<file path="src/rtl/pulse_pkg.sv">
// Shared types and constants for the pulse_meter block.
package pulse_pkg;

  // Measurement FSM states
  typedef enum logic [1:0] {
    WAIT_LOW = 2'd0,
    IDLE     = 2'd1,
    MEASURE  = 2'd2,
    REPORT   = 2'd3
  } pm_state_e;

  // Consecutive synchronized cycles needed before the filtered sample changes
  localparam int FILT_LEN = 4;

  // Saturation value of the lost-pulse counter
  localparam int MISSED_MAX = 255;

endpackage

</file>
<file path="src/rtl/pulse_sync_filter.sv">
// Input synchronizer for pulse_meter with an optional glitch filter.
// Define PULSE_METER_GLITCH_FILTER_EN to enable the filter: the sample then
// changes only after the synchronized level is stable for FILT_LEN cycles,
// delaying both edges by FILT_LEN-1 cycles.
// 'settled' goes high once every flop feeding the sample holds real input
// data rather than reset zeros.
module pulse_sync_filter
  import pulse_pkg::*;
#(
  parameter int SYNC_STAGES = 2
) (
  input  logic clk_Pulse,
  input  logic rst_n,
  input  logic pulse_in,
  output logic sample,
  output logic settled
);

`ifdef PULSE_METER_GLITCH_FILTER_EN
  localparam int SETTLE_LEN = SYNC_STAGES + FILT_LEN - 1;
`else
  localparam int SETTLE_LEN = SYNC_STAGES;
`endif

  logic [SYNC_STAGES-1:0] sync_q;
  logic [SETTLE_LEN-1:0]  settle_q;
  logic                   sync_lvl;

  assign sync_lvl = sync_q[SYNC_STAGES-1];
  assign settled  = settle_q[SETTLE_LEN-1];

  // Synchronizer chain and settle tracker (a 1 marches through after reset)
  always_ff @(posedge clk_Pulse or negedge rst_n) begin
    if (!rst_n) begin
      sync_q   <= '0;
      settle_q <= '0;
    end else begin
      sync_q   <= {sync_q[SYNC_STAGES-2:0], pulse_in};
      settle_q <= {settle_q[SETTLE_LEN-2:0], 1'b1};
    end
  end

`ifdef PULSE_METER_GLITCH_FILTER_EN
  logic [FILT_LEN-2:0] hist_q;
  logic                filt_q;
  logic [FILT_LEN-1:0] window;

  assign window = {hist_q, sync_lvl};

  // Filtered level: follow the window when it is unanimous, otherwise hold
  always_comb begin
    sample = filt_q;
    if (&window) begin
      sample = 1'b1;
    end else if (~|window) begin
      sample = 1'b0;
    end
  end

  // History of recent synchronized levels and the held filter output
  always_ff @(posedge clk_Pulse or negedge rst_n) begin
    if (!rst_n) begin
      hist_q <= '0;
      filt_q <= 1'b0;
    end else begin
      hist_q <= window[FILT_LEN-2:0];
      filt_q <= sample;
    end
  end
`else
  assign sample = sync_lvl;
`endif

endmodule

</file>
<file path="src/rtl/pulse_meter.sv">
// pulse_meter: measures the width (in clk_Pulse cycles) of an asynchronous
// active-high pulse, compares it with duration +/- tol and hands the result
// out over a valid/ready interface. Pulses that arrive while a result is
// still pending are counted in 'missed' and dropped.
// Optional glitch filter: define PULSE_METER_GLITCH_FILTER_EN.
module pulse_meter
  import pulse_pkg::*;
#(
  parameter int CNT_W       = 30,
  parameter int SYNC_STAGES = 2
) (
  input  logic             clk_Pulse,
  input  logic             rst_n,
  input  logic             pulse_in,
  input  logic [7:0]       duration,
  input  logic [3:0]       tol,
  input  logic             w_ready,
  output logic             w_valid,
  output logic [CNT_W-1:0] w_width,
  output logic             w_ovf,
  output logic             w_match,
  output logic [7:0]       missed,
  output logic             busy
);

  localparam logic [CNT_W-1:0] CNT_MAX = '1;
  // Wide enough for both operands so narrow CNT_W builds do not truncate duration
  localparam int CMP_W = (CNT_W + 1 > 9) ? CNT_W + 1 : 9;

  pm_state_e        state;
  logic [CNT_W-1:0] cnt;
  logic             cnt_ovf;
  logic             samp_q;
  logic             sample;
  logic             settled;
  logic             rise;
  logic             accept;

  function automatic logic [7:0] sat_inc_missed(input logic [7:0] v);
    return (v == 8'(MISSED_MAX)) ? v : v + 8'd1;
  endfunction

  function automatic logic within_tol(input logic [CNT_W-1:0] w,
                                      input logic [7:0]       d,
                                      input logic [3:0]       t);
    logic [CMP_W-1:0] wx, dx, tx, diff;
    wx   = CMP_W'(w);
    dx   = CMP_W'(d);
    tx   = CMP_W'(t);
    diff = (wx >= dx) ? (wx - dx) : (dx - wx);
    return diff <= tx;
  endfunction

  pulse_sync_filter #(
    .SYNC_STAGES (SYNC_STAGES)
  ) u_sync (
    .clk_Pulse (clk_Pulse),
    .rst_n     (rst_n),
    .pulse_in  (pulse_in),
    .sample    (sample),
    .settled   (settled)
  );

  assign rise   = sample & ~samp_q;
  assign accept = w_valid & w_ready;

  // Measurement FSM with counter, result registers and lost-pulse counter
  always_ff @(posedge clk_Pulse or negedge rst_n) begin
    if (!rst_n) begin
      state   <= WAIT_LOW;
      cnt     <= '0;
      cnt_ovf <= 1'b0;
      samp_q  <= 1'b0;
      w_valid <= 1'b0;
      w_width <= '0;
      w_ovf   <= 1'b0;
      w_match <= 1'b0;
      missed  <= '0;
      busy    <= 1'b0;
    end else begin
      samp_q <= sample;
      unique case (state)
        WAIT_LOW: begin
          if (settled && !sample) begin
            state <= IDLE;
          end
        end
        IDLE: begin
          if (sample) begin
            state   <= MEASURE;
            cnt     <= CNT_W'(1);
            cnt_ovf <= 1'b0;
            busy    <= 1'b1;
          end
        end
        MEASURE: begin
          if (sample) begin
            if (cnt == CNT_MAX) begin
              cnt_ovf <= 1'b1;
            end else begin
              cnt <= cnt + CNT_W'(1);
            end
          end else begin
            state   <= REPORT;
            busy    <= 1'b0;
            w_width <= cnt;
            w_ovf   <= cnt_ovf;
            w_match <= !cnt_ovf && within_tol(cnt, duration, tol);
          end
        end
        REPORT: begin
          if (rise && !accept) begin
            missed <= sat_inc_missed(missed);
          end
          if (!w_valid) begin
            w_valid <= 1'b1;
          end else if (w_ready) begin
            w_valid <= 1'b0;
            if (rise) begin
              state   <= MEASURE;
              cnt     <= CNT_W'(1);
              cnt_ovf <= 1'b0;
              busy    <= 1'b1;
            end else if (sample) begin
              // Tail of a pulse already counted as missed: skip it entirely
              state <= WAIT_LOW;
            end else begin
              state <= IDLE;
            end
          end
        end
        default: state <= WAIT_LOW;
      endcase
    end
  end

endmodule
</file>
<file path="config.mk">
export PLATFORM = sky130hd
export DESIGN_NAME = pulse_meter
export DESIGN_NICKNAME = d
export VERILOG_FILES = /design/src/rtl/pulse_pkg.sv /design/src/rtl/pulse_sync_filter.sv /design/src/rtl/pulse_meter.sv
export SDC_FILE = /design/constraint.sdc
export NUM_CORES = 1
export LEC_CHECK = 0
export ABC_CLOCK_PERIOD_IN_PS = 6600
export BUFFER_PORTS_ARGS = -buffer_cell sky130_fd_sc_hd__buf_2
export CORE_MARGIN = 2
export CORE_UTILIZATION = 63
export DETAILED_ROUTE_END_ITERATION = 12
export PLACE_DENSITY = 0.85
export SYNTH_ARGS = -nofsm -noshare
export SYNTH_HDL_FRONTEND = slang
export SYNTH_SLANG_ARGS = --single-unit
</file>
<file path="constraint.sdc">
create_clock -name clk_Pulse -period 6.6 [get_ports clk_Pulse]
set_clock_uncertainty 0.15 [all_clocks]
set_input_delay 0.99 -clock clk_Pulse [delete_from_list [all_inputs] [get_ports clk_Pulse]]
set_output_delay 0.99 -clock clk_Pulse [all_outputs]
set_load 0.1 [all_outputs]
</file>
==> results.md <==
- Outcome: completed
- Setup CP Type: in2reg
- P_leak: 2.65 nW
- Final hold vios: 0
- Overall die height: 92.3 um
- Boundary Pins: 58
- Final Cycle Share: 74.8%
- Final WL: 11400 um
- Clock share of power: 24.7%
- Dpl cell area: 5150 um2
- Final estimated routing congestion in global placement: 0.938
- Die area: 8530 um2
- First-pass GRT wire length: 18900 um
- Initial Util: 64.3%
- Post-DP HPWL: 8500 um
- DR WL/cell: 17.6 um
- Slew Viols, Final: 0
- H-tree levels: 3
- Reg clk slew, reported paths: 0.09 ns
- Initial antenna violation count: 0
- Synthesis Warnings: 0
- Core area: 7650 um2
- Library cells used by synthesis: 69
- CTS sink cnt: 80
- Max clock buf depth: 2
- Syn Inst Count: 494
- Total power density per cell area: 279 nW/um2
- Layout cells sized above 1: 24.6%
- Post-synth EDFFs: 0
- Synth Flop Type: dfrtp_1
- Fin Setup TNS: 0 ns
- Startpoint types: input pin
- Buffers on Ports: 57
- Multi-input combinational cell area: 2600 um2
- Post-CTS setup buffers: 0
- Row count: 32
- Mean Syn Cell Area: 9.95 um2
- Worst skew pair latency: 0.36 ns
- Post_cts resized: 0
- Largest net degree at the start of global routing: 81
- R2R cell count: 16
- Cell Int Power: 0.869 mW
- Asr flop ratio synth: 100%
- Routed Antenna Nets: 0
- Worst min-delay path class: reg2reg
- Starting DRT DRC Count: 271
- Nets@finish: 580
- Commonest non-fill, non-tap cells in the layout: dfrtp_1, buf_2, nor2_1
- CTS tree: built
- Commonest non-fill, non-tap cell in the layout: dfrtp_1
- Final setup vio count: 0
- Post-synthesis sequential area ratio: 40.7%
- Sw power: 0.627 mW
- DRC errors left: 0
- CP required: 6.71 ns
- Final Cell Area: 5360 um2
- Switching Fraction: 41.9%
- CP endpoint kind: register
- Grt ovf: 0
- Number of CTS-inserted buffers: 9
- Comb pwr share: 36.7%
- Post-synthesis register bit count: 80
- Unrepaired setup endpoints after global routing: no
- Reg power frac: 38.5%
- GRT Total Usage: 28.2%
- Hold Buf Count CTS: 0
- Crit path time final: 4.94 ns
- Via density: 6.04
- Vias: 3908
- Crit path max fanout: 11
- N_diodes: 0
- Vias in the first global route: 3791
- Syn Nets: 534
- Rel. slew slack: 35.8%
- Max Clock Freq: 202 MHz
- Area occupied by registers: 2000 um2
- Max cap viols: 0
- DRT Pass-1 Iters: 5
- Worst hold stages: 0
- Die width: 92.3 um
- Least-Margin Pin Slew: 0.963 ns
- Fill count: 580
- CP Data Arrival Time: 5.04 ns
- Area growth syn-to-layout: 8.93%
- Peak supply drop: 0.341 mV
- Mapped cell area: 4920 um2
- Root buffer cell: clkbuf_8
-- registers in the layout, summed over array words and instances (netlist names), 2 cells and up --
name	flops
cnt	30
missed	8
state	2
u_sync.settle_q	2
u_sync.sync_q	2
w_width	30
-- Yosys cell counts, types with 2 or more instances --
cell type / instances / area (um2)
or3_1: 7 / 43.8
buf_8: 2 / 30.0
nor2_1: 40 / 150
a211oi_1: 8 / 60.1
clkbuf_8: 5 / 68.8
nor3b_1: 3 / 22.5
clkbuf_1: 10 / 37.5
nor4_1: 10 / 62.6
o21a_1: 6 / 45.0
nand2_1: 37 / 139
nand3_1: 20 / 100
and4_1: 5 / 43.8
mux2_2: 34 / 383
nor2b_1: 4 / 25.0
ha_1: 22 / 275
or4_1: 2 / 15.0
or4_4: 2 / 22.5
a211o_2: 2 / 20.0
and3_1: 4 / 25.0
xor2_1: 13 / 114
a2111oi_0: 2 / 17.5
a21oi_1: 19 / 95.1
dfrtp_1: 80 / 2000
buf_6: 4 / 45.0
a2111oi_2: 2 / 30.0
a21o_1: 8 / 60.1
inv_1: 30 / 113
xnor2_1: 26 / 228
fa_1: 2 / 40.0
o21ai_1: 2 / 10.0
a2111o_1: 2 / 22.5
nand4_1: 13 / 81.3
nor3_1: 12 / 60.1
buf_4: 2 / 15.0
and2_1: 2 / 12.5
a31oi_1: 2 / 12.5
o21ai_0: 18 / 90.1
-- logic make-up (layout without fill, tap and decap cells) --
family | after synthesis | after routing | share of synthesized area, %
adders and majority gates | 24 | 24 | 6.41
DFF | 80 | 80 | 40.7
AOI/OAI and AO/OA | 85 | 85 | 12.2
and+or+nand+nor | 175 | 175 | 19.1
muxes | 35 | 35 | 7.99
other | 1 | 1 | 0.0763
buffers and inverters | 55 | 106 | 6.49
xor gates and xnor gates | 39 | 39 | 6.95
-- area by class of cell --
class	instances	area share (%)
Tap cell	102	2.38
Inverter	30	2.10
Clock buffer	10	2.38
Clock inverter	6	1.40
Sequential cell	80	37.4
Timing Repair Buffer	60	5.79
Multi-Input combinational cell	359	48.6
-- power by group through the flow --
stage | clock network, mW | registers, mW | logic (mW)
2_1_floorplan | 0 | 0.749 | 0.266
3_3_place_gp | 0 | 0.581 | 0.536
3_5_place_dp | 0 | 0.585 | 0.548
4_1_cts | 0.378 | 0.576 | 0.552
5_1_grt | 0.398 | 0.582 | 0.591
6_report | 0.370 | 0.577 | 0.550
-- layer usage --
layer  track usage (%)  wire length [um]  vias up
met5                 0                 0        -
li1                  -                 -     1856
met3              5.21               483       20
met2              45.6              5550      121
met4              8.33               162        0
met1              38.9              5210     1911
-- stage by stage --
stage,cells,utilization [%],power [mW],hold WS [ns],setup WS [ns]
2_1_floorplan,494,-,1.02,0.181,1.83
3_3_place_gp,631,67.4,1.12,0.184,1.36
3_5_place_dp,631,67.4,1.13,0.190,1.29
4_1_cts,647,70.0,1.51,0.211,1.63
5_1_grt,647,70.0,1.57,0.213,1.44
6_report,647,70.0,1.50,0.209,1.66
-- worst max-delay path, stage by stage --
cell and delay [ns]:
buf_2 0.09, inv_1 0.04, ha_1 0.48, nand4_1 0.26, or4_4 0.64, and3_1 0.30, nand2_4 0.13, nand2_1 0.06
nand2_1 0.06, ha_1 0.23, nor2b_1 0.14, o21a_1 0.16, o21a_1 0.16, o21a_1 0.16, a2111o_1 0.39, a2111oi_2 0.33
nand4_1 0.15, o32ai_2 0.28
-- worst paths after layout --
path	start	end	slack, ns
setup / recovery	duration[6]	w_match	1.66
hold / removal	u_sync.sync_q[0]	u_sync.sync_q[1]	0.21
setup reg to reg	cnt[6]	w_match	1.87
hold reg to reg	u_sync.sync_q[0]	u_sync.sync_q[1]	0.21
max in group asynchronous	rst_n	w_width[2]	5.04
min in group asynchronous	rst_n	missed[4]	0.62
(Power assumes the default switching activity.)
